[src/rtl/sdram_req_gen.sv]
// Burst request generator for the SDRAM controller: raises write/read burst requests
// from FIFO fill levels and walks burst addresses through a ping-pong frame store.
module sdram_req_gen #(
   parameter int BURST_LEN    = 512,
   parameter int FIFO_DEPTH   = 1024,
   parameter int FRAME_BURSTS = 600,
   parameter int IDX_W        = 10,
   parameter int GAP_CYC      = 4
) (
   input  logic             clk,
   input  logic             rst_n,
   input  logic             init_done,
   input  logic [10:0]      wfifo_rdusedw,
   input  logic [10:0]      rfifo_wrusedw,
   input  logic             wr_frame_start,
   input  logic             rd_frame_start,
   output logic             wr_sdram_req,
   input  logic             wr_sdram_ack,
   output logic             rd_sdram_req,
   input  logic             rd_sdram_ack,
   output logic [IDX_W:0]   wr_addr,
   output logic [IDX_W:0]   rd_addr
);

   localparam int CNT_W = (GAP_CYC > 1) ? $clog2(GAP_CYC) : 1;

   typedef enum logic [1:0] {S_SYNC, S_ARM, S_REQ, S_GAP} state_t;

   state_t             r_wr_state, w_wr_state_nxt, r_rd_state, w_rd_state_nxt;
   logic [CNT_W-1:0]   r_wr_cnt, w_wr_cnt_nxt, r_rd_cnt, w_rd_cnt_nxt;
   logic [IDX_W-1:0]   r_wr_idx, w_wr_idx_nxt, r_rd_idx, w_rd_idx_nxt;
   logic               r_wr_buf, w_wr_buf_nxt, r_rd_buf, w_rd_buf_nxt;
   logic               r_wr_pend, w_wr_pend_nxt, r_rd_pend, w_rd_pend_nxt;
   logic               r_done_buf, w_done_buf_nxt;
   logic               r_frame_valid, w_frame_valid_nxt;
   logic               r_wr_req, r_rd_req;
   logic               w_wr_ready, w_rd_ready, w_wr_gap_end, w_rd_gap_end;

   assign w_wr_ready   = init_done && (wfifo_rdusedw >= 11'(BURST_LEN));
   assign w_rd_ready   = init_done && (rfifo_wrusedw <= 11'(FIFO_DEPTH - BURST_LEN));
   assign w_wr_gap_end = (r_wr_cnt == CNT_W'(GAP_CYC - 1));
   assign w_rd_gap_end = (r_rd_cnt == CNT_W'(GAP_CYC - 1));

   // Write channel: a frame start in REQ is deferred so the request is never withdrawn.
   always_comb begin
      w_wr_state_nxt    = r_wr_state;
      w_wr_cnt_nxt      = r_wr_cnt;
      w_wr_idx_nxt      = r_wr_idx;
      w_wr_buf_nxt      = r_wr_buf;
      w_wr_pend_nxt     = r_wr_pend;
      w_done_buf_nxt    = r_done_buf;
      w_frame_valid_nxt = r_frame_valid;
      case (r_wr_state)
         S_SYNC: if (init_done && wr_frame_start) begin
            w_wr_state_nxt = S_ARM;
            w_wr_idx_nxt   = '0;
         end
         S_ARM: begin
            if (wr_frame_start) w_wr_idx_nxt = '0;
            if (w_wr_ready)     w_wr_state_nxt = S_REQ;
         end
         S_REQ: begin
            if (wr_sdram_ack) begin
               w_wr_state_nxt = S_GAP;
               w_wr_cnt_nxt   = '0;
               w_wr_pend_nxt  = 1'b0;
               w_wr_idx_nxt   = (r_wr_pend || wr_frame_start) ? '0 : r_wr_idx + IDX_W'(1);
            end else if (wr_frame_start) begin
               w_wr_pend_nxt = 1'b1;
            end
         end
         S_GAP: begin
            if (!w_wr_gap_end) begin
               w_wr_cnt_nxt = r_wr_cnt + CNT_W'(1);
               if (wr_frame_start) w_wr_idx_nxt = '0;
            end else if (wr_frame_start) begin
               w_wr_idx_nxt   = '0;
               w_wr_state_nxt = S_ARM;
            end else if (r_wr_idx == IDX_W'(FRAME_BURSTS)) begin
               w_done_buf_nxt    = r_wr_buf;
               w_wr_buf_nxt      = ~r_wr_buf;
               w_wr_idx_nxt      = '0;
               w_frame_valid_nxt = 1'b1;
               w_wr_state_nxt    = S_SYNC;
            end else begin
               w_wr_state_nxt = S_ARM;
            end
         end
         default: w_wr_state_nxt = S_SYNC;
      endcase
   end

   // Read channel: every restart re-points at the most recently completed frame.
   always_comb begin
      w_rd_state_nxt = r_rd_state;
      w_rd_cnt_nxt   = r_rd_cnt;
      w_rd_idx_nxt   = r_rd_idx;
      w_rd_buf_nxt   = r_rd_buf;
      w_rd_pend_nxt  = r_rd_pend;
      case (r_rd_state)
         S_SYNC: if (init_done && rd_frame_start && r_frame_valid) begin
            w_rd_state_nxt = S_ARM;
            w_rd_idx_nxt   = '0;
            w_rd_buf_nxt   = r_done_buf;
         end
         S_ARM: begin
            if (rd_frame_start) begin
               w_rd_idx_nxt = '0;
               w_rd_buf_nxt = r_done_buf;
            end
            if (w_rd_ready) w_rd_state_nxt = S_REQ;
         end
         S_REQ: begin
            if (rd_sdram_ack) begin
               w_rd_state_nxt = S_GAP;
               w_rd_cnt_nxt   = '0;
               w_rd_pend_nxt  = 1'b0;
               if (r_rd_pend || rd_frame_start) begin
                  w_rd_idx_nxt = '0;
                  w_rd_buf_nxt = r_done_buf;
               end else begin
                  w_rd_idx_nxt = r_rd_idx + IDX_W'(1);
               end
            end else if (rd_frame_start) begin
               w_rd_pend_nxt = 1'b1;
            end
         end
         S_GAP: begin
            if (rd_frame_start) begin
               w_rd_idx_nxt = '0;
               w_rd_buf_nxt = r_done_buf;
            end
            if (!w_rd_gap_end)
               w_rd_cnt_nxt = r_rd_cnt + CNT_W'(1);
            else if (!rd_frame_start && r_rd_idx == IDX_W'(FRAME_BURSTS))
               w_rd_state_nxt = S_SYNC;
            else
               w_rd_state_nxt = S_ARM;
         end
         default: w_rd_state_nxt = S_SYNC;
      endcase
   end

   always_ff @(posedge clk or negedge rst_n) begin
      if (!rst_n) begin
         r_wr_state    <= S_SYNC;
         r_rd_state    <= S_SYNC;
         r_wr_cnt      <= '0;
         r_rd_cnt      <= '0;
         r_wr_idx      <= '0;
         r_rd_idx      <= '0;
         r_wr_buf      <= 1'b0;
         r_rd_buf      <= 1'b0;
         r_wr_pend     <= 1'b0;
         r_rd_pend     <= 1'b0;
         r_done_buf    <= 1'b0;
         r_frame_valid <= 1'b0;
         r_wr_req      <= 1'b0;
         r_rd_req      <= 1'b0;
      end else begin
         r_wr_state    <= w_wr_state_nxt;
         r_rd_state    <= w_rd_state_nxt;
         r_wr_cnt      <= w_wr_cnt_nxt;
         r_rd_cnt      <= w_rd_cnt_nxt;
         r_wr_idx      <= w_wr_idx_nxt;
         r_rd_idx      <= w_rd_idx_nxt;
         r_wr_buf      <= w_wr_buf_nxt;
         r_rd_buf      <= w_rd_buf_nxt;
         r_wr_pend     <= w_wr_pend_nxt;
         r_rd_pend     <= w_rd_pend_nxt;
         r_done_buf    <= w_done_buf_nxt;
         r_frame_valid <= w_frame_valid_nxt;
         r_wr_req      <= (w_wr_state_nxt == S_REQ);
         r_rd_req      <= (w_rd_state_nxt == S_REQ);
      end
   end

   assign wr_sdram_req = r_wr_req;
   assign rd_sdram_req = r_rd_req;
   assign wr_addr      = {r_wr_buf, r_wr_idx};
   assign rd_addr      = {r_rd_buf, r_rd_idx};

endmodule

[config.mk]
export PLATFORM = sky130hd
export DESIGN_NAME = sdram_req_gen
export DESIGN_NICKNAME = d
export VERILOG_FILES = /design/src/rtl/sdram_req_gen.sv
export SDC_FILE = /design/constraint.sdc
export NUM_CORES = 1
export LEC_CHECK = 0
export CELL_PAD_IN_SITES_DETAIL_PLACEMENT = 1
export CELL_PAD_IN_SITES_GLOBAL_PLACEMENT = 1
export CORE_MARGIN = 1.5
export CORE_UTILIZATION = 39
export CTS_CLUSTER_SIZE = 28
export DETAILED_ROUTE_END_ITERATION = 7
export MAX_ROUTING_LAYER = met4
export PLACE_DENSITY_LB_ADDON = 0.1
export SLEW_MARGIN = 20
export SYNTH_ARGS = -nofsm -noshare
export SYNTH_HDL_FRONTEND = slang
export SYNTH_SLANG_ARGS = --single-unit
[constraint.sdc]
create_clock -name clk -period 2.77 [get_ports clk]
set_input_delay 0.554 -clock clk [delete_from_list [all_inputs] [get_ports clk]]
set_output_delay 0.554 -clock clk [all_outputs]
set_load 0.02 [all_outputs]
==> flow_metrics.tcl, run 1 <==
set metrics [dict create \
    rows 26 \
    cts-buffers-inserted 5 \
    pre_cts_slack_ns 0.359 \
    cts_hold_buf 0 \
    syn_area_per_cell_um2 9.37 \
    htreeDepth 2 \
    finalCritPeriodShare_pct 76.6 \
    internal-power_mw 1.15 \
    comb_power_share_pct 32.2 \
    clk_pin_slew_worst_paths_ns 0.08 \
    track_usage_pct 19.9 \
    ys_types 53 \
    yosys_warnings 0 \
    worstMarginPinSlew_ns 0.912 \
    relSlewSlack_pct 38.8 \
    synth_top_flop_cell "dfrtp_1" \
    wirelength_mm 5.10 \
    status "finished, final reports clean" \
    peakVddDrop_mv 0.351 \
    drtIter0Drc 67 \
    grt-ovfl-total 0 \
    dp.cells 327 \
    cts_resized 0 \
    synth_cells 220 \
    nets 299 \
    r2r-end "r_rd_idx[9]" \
    io_pins 53 \
    hpwlAfterDp_mm 3.70 \
    clock_latency_ns 0.29 \
    fin_crit_ns 2.12 \
    cts_setup_buffers 0 \
    reg2reg_from "r_rd_state[1]" \
    drcViolationCount 0 \
    cts_tree "yes" \
    seqPwrFrac_pct 41.6 \
    clock-sinks 36 \
    fillers 605 \
    fin_area_um2 2660 \
    io_buffers 43 \
    num_vias 1867 \
    yosysSeqAreaShare_pct 43.7 \
    via_per_inst 5.57 \
    r2r_slack_ns 0.69 \
    grt_pass1_wl_mm 8.32 \
    hp-class "in2async" \
    p_sw_uw 636 \
    power_frac_clock_pct 26.2 \
    fin_cells 335 \
    post_drt_wl_per_cell_um 15.2 \
    ant_nets 0 \
    end_kind "flop" \
    layout-drive-gt1-share_pct 7.55 \
    fmax_ghz 0.471 \
    yosys_register_bits 36 \
    clock-skew-final_ns 0.00458 \
    crit_end "r_rd_idx[9]" \
    synth_nets 255 \
    die_area_um2 5730 \
    grt_pass1_vias 1803 \
    path_max_fanout 14 \
    slew_viol_final 0 \
    regArea_um2 901 \
    p_per_area_nw_per_um2 672 \
    hold_viol 0 \
    critPathLaunchType "input pin" \
    crit_start "init_done" \
    synth_area_um2 2060 \
    rr_worst_depth 4 \
    grt_max_degree 37 \
    num_antenna_cells 0 \
    cp_data_arrival_time_ns 2.29 \
    maxCapViolations 0 \
    setup_viol 0 \
    worstPathRequired_ns 2.94 \
    path_class "in2reg" \
    placed_area_um2 2550 \
    fp.coreArea_um2 5110 \
    globalplace.congestion 0.804 \
    netSwitchingFraction_pct 35.6 \
    ctsRootBufferMaster "clkbuf_8" \
    areaGrowthSynthToFinish_pct 28.9 \
    die_h_um 75.7 \
    clockBufferDepth 2 \
    multi_input_area_um2 1070 \
    start_util_pct 40.3 \
    grt_antenna_before_repair 0 \
    rsz0062_at_grt "false" \
    die_w_um 75.7 \
    drt_first_pass_iters 4 \
    fin_setup_tns_ns 0 \
    synth-edff-count 0 \
    ys_async_sr_fraction_pct 100 \
    whs_ns 0.349 \
    layout_setup_ws_ns 0.649 \
    p_leak_nw 1.08 \
]
[worst min-delay path by stage]
stage,end,cells after the start,startpoint,slack [ns]
floorplan,r_done_buf,0,rst_n,0.26
global placement,r_frame_valid,1,r_frame_valid,0.44
detailed placement,r_frame_valid,1,r_frame_valid,0.45
CTS,r_rd_cnt[1],1,rst_n,0.39
global route,r_rd_cnt[1],1,rst_n,0.43
finish,r_rd_cnt[1],1,rst_n,0.35
[sequential cells by signal (all words and copies together), names as in the netlist]
name	flops
r_rd_idx	10
r_wr_idx	10
r_rd_cnt	2
r_rd_state	2
r_wr_cnt	2
r_wr_state	2
r_done_buf	1
r_frame_valid	1
r_rd_buf	1
r_rd_pend	1
r_wr_buf	1
r_wr_pend	1
rd_sdram_req	1
wr_sdram_req	1
[cells by family (layout without fill, tap and decap cells)]
kind of cell    count (synthesis)  after routing  share of synthesized area (%)
simple gates                   80             80                           21.1
compound gates                 73             73                           24.5
flops                          36             36                           43.7
buf+inv                        19             64                           4.13
fa+ha+maj                       6              6                           3.64
mux                             5              5                           2.49
xor+xnor                        1              1                          0.425
[layer usage]
metal	GRT usage (%)	wire length [um]
met3	3.70	133
met5	-	0
met2	33.2	2580
met4	6.35	54
met1	24.4	2340
[critical path, cell delays in order]
cell,delay [ns]
clkdlybuf4s50_1,0.42
and3b_1,0.23
o21ai_1,0.72
a211oi_1,0.20
mux2i_1,0.16
[per-stage QoR]
step / utilization, % / power, mW
final: 52.0 / 1.79
after global routing: 52.0 / 1.91
after CTS: 52.0 / 1.81
after detailed placement: 49.9 / 1.33
after global placement: 49.9 / 1.32
after floorplan: - / 1.14
[synthesized netlist by cell type, types with 3 or more instances]
library cell | count | area (um^2)
mux2i_1 | 4 | 40.0
a21o_1 | 6 | 45.0
nor2_1 | 4 | 15.0
inv_1 | 10 | 37.5
o21ai_0 | 20 | 100
a22o_1 | 4 | 35.0
a2111o_1 | 4 | 45.0
nand2b_1 | 4 | 25.0
and3_1 | 4 | 25.0
ha_1 | 6 | 75.1
o21a_1 | 3 | 22.5
nand4_1 | 4 | 25.0
nand3_1 | 11 | 55.1
a31oi_1 | 4 | 25.0
nor3_1 | 5 | 25.0
a21oi_1 | 17 | 85.1
dfrtp_1 | 36 | 901
nand2_1 | 28 | 105
buf_2 | 5 | 25.0
[power by group through the flow]
stage | clock network (mW) | logic [mW] | registers (mW)
after global routing | 0.501 | 0.644 | 0.763
after floorplan | 0 | 0.443 | 0.702
final | 0.468 | 0.574 | 0.743
after detailed placement | 0 | 0.580 | 0.754
after CTS | 0.480 | 0.586 | 0.743
after global placement | 0 | 0.567 | 0.753
[placed cells by master, fill, tap and decap left out, types with 5 or more instances in the layout]
master / count
clkdlybuf4s50_1: 42
dfrtp_1: 36
nand2_1: 28
o21ai_0: 20
a21oi_1: 17
nand3_1: 11
inv_1: 10
a21o_1: 6
ha_1: 6
nor3_1: 5
clkbuf_8: 5
[cell type report]
type | instances | area share, %
well taps | 70 | 3.30
clock buffers | 6 | 2.73
repair buffers | 46 | 16.9
clock inverters | 2 | 1.32
multi-input cells | 165 | 40.5
inverters | 10 | 1.41
flip-flops and latches | 36 | 33.9
Power figures use the tool's default switching activity.
==> run 2: changes to the inputs <==
- CORE_UTILIZATION: 39 -> 36
- clock period: 2.77 -> 2.2 ns (I/O delays scaled with it)
==> run 2 against run 1 <==
Compared with the run above: sequential cell count unchanged; via count up 1.4%; die area up 8.0%; sequential share of layout area down 0.93 points; cell count up 3.0%; hold slack worse by 0.17 ns; core utilization down 2.4 points; global-route usage down 0.45 points; clock-buffer cell count unchanged; design area up 2.8%; wire length up 4.5%; register-to-register slack worse by 0.25 ns; largest cell class unchanged.
==> flow_metrics.tcl, run 2 (synthesis results as in run 1) <==
set metrics [dict create \
    regArea_um2 901 \
    pre_cts_slack_ns 0.0900 \
    rows 27 \
    drcViolationCount 0 \
    clk_pin_slew_worst_paths_ns 0.08 \
    globalplace.congestion 0.760 \
    start_util_pct 37.4 \
    die_h_um 78.7 \
    critical_path_buf_inv_count 1 \
    critPathLaunchType "flop" \
    max_stage_delay_ns 0.66 \
    rr_worst_depth 5 \
    placed_area_um2 2620 \
    rsz0062_at_grt "false" \
    cp_data_arrival_time_ns 1.48 \
    cts_setup_buffers 0 \
    relSlewSlack_pct 68.6 \
    clockBufferDepth 2 \
    cp_slowest_cell "clkdlybuf4s50_1" \
    layout_commonest_cell "clkdlybuf4s50_1" \
    reg.largest.list "r_rd_idx x10, r_wr_idx x10" \
    peakVddDrop_mv 0.470 \
    worstMarginPinSlew_ns 0.470 \
    slew_viol_final 0 \
    hp-class "in2async" \
    via_per_inst 5.49 \
    finish.utilization_pct 49.6 \
    path_cells "clkdlybuf4s50_1" \
    maxCapViolations 0 \
    areaGrowthSynthToFinish_pct 32.5 \
    end_kind "primary output" \
    fmax_ghz 0.522 \
    multi_input_area_um2 1070 \
    io_buffers 43 \
    r2r_slack_ns 0.44 \
    dp.cells 337 \
    grt_pass1_wl_mm 9.31 \
    cts-buffers-inserted 5 \
    cts_resized 0 \
    clock_latency_ns 0.29 \
    wirelength_mm 5.33 \
    hold_viol 0 \
    reg2reg_from "r_wr_idx[7]" \
    whs_ns 0.177 \
    clock-skew-final_ns 0.00970 \
    drtIter0Drc 101 \
    cts_tree "yes" \
    layout_setup_ws_ns 0.284 \
    fp.coreArea_um2 5510 \
    num_antenna_cells 0 \
    ant_nets 0 \
    drt_first_pass_iters 4 \
    p_per_area_nw_per_um2 861 \
    grt_pass1_vias 1934 \
    clock-sinks 36 \
    num_vias 1893 \
    r2r-end "r_wr_idx[2]" \
    die_w_um 78.7 \
    p_leak_nw 1.12 \
    htreeDepth 2 \
    path_max_fanout 9 \
    hpwlAfterDp_mm 3.78 \
    layout_common_cells "42 x clkdlybuf4s50_1, 36 x dfrtp_1, 28 x nand2_1" \
    fin_setup_tns_ns 0 \
    worstPathRequired_ns 1.76 \
    grt-ovfl-total 0 \
    cts_hold_buf 0 \
    fin_crit_ns 1.92 \
    io_pins 53 \
    fin_total_pwr_mw 2.35 \
    path_class "reg2out" \
    nets 307 \
    cp_top_family "buffers and inverters" \
    post_drt_wl_per_cell_um 15.5 \
    layout-drive-gt1-share_pct 10.3 \
    grt_antenna_before_repair 0 \
    setup_viol 0 \
    status "finished, final reports clean" \
    ctsRootBufferMaster "clkbuf_8" \
    track_usage_pct 19.4 \
    fin_area_um2 2730 \
    fillers 646 \
    die_area_um2 6190 \
    fin_cells 345 \
    grt_max_degree 37 \
    finalCritPeriodShare_pct 87.1 \
]
## run 2: how the worst max path moves through the flow
stage,startpoint,to,slack [ns],depth (start not counted)
global route,r_rd_idx[2],rd_addr[2],0.18,1
floorplan,r_wr_idx[5],r_wr_idx[2],0.52,4
global placement,init_done,r_rd_idx[9],0.09,6
detailed placement,init_done,r_rd_idx[9],0.09,6
CTS,r_rd_idx[2],rd_addr[2],0.26,1
finish,r_rd_idx[2],rd_addr[2],0.28,1
## run 2: layout make-up
class	count	share of cell area, %
Clock buffer	6	2.66
Tap cell	72	3.30
Multi-Input combinational cell	165	39.3
Clock inverter	2	1.28
Timing Repair Buffer	54	19.1
Inverter	10	1.37
Sequential cell	36	33.0
## run 2: power breakdown
group	switching (mW)	internal, mW	leakage, nW
clock	0.254	0.337	0.0552
sequential	0.153	0.776	0.475
combinational	0.431	0.401	0.589
total	0.839	1.51	1.12
## run 2: per-layer routing
metal	share of wire, %	global-route usage, %	vias up
met5	0	-	-
met4	1.1	5.18	0
met3	3.1	2.91	6
met2	51	33.2	29
met1	45	24.0	937
li1	-	-	921
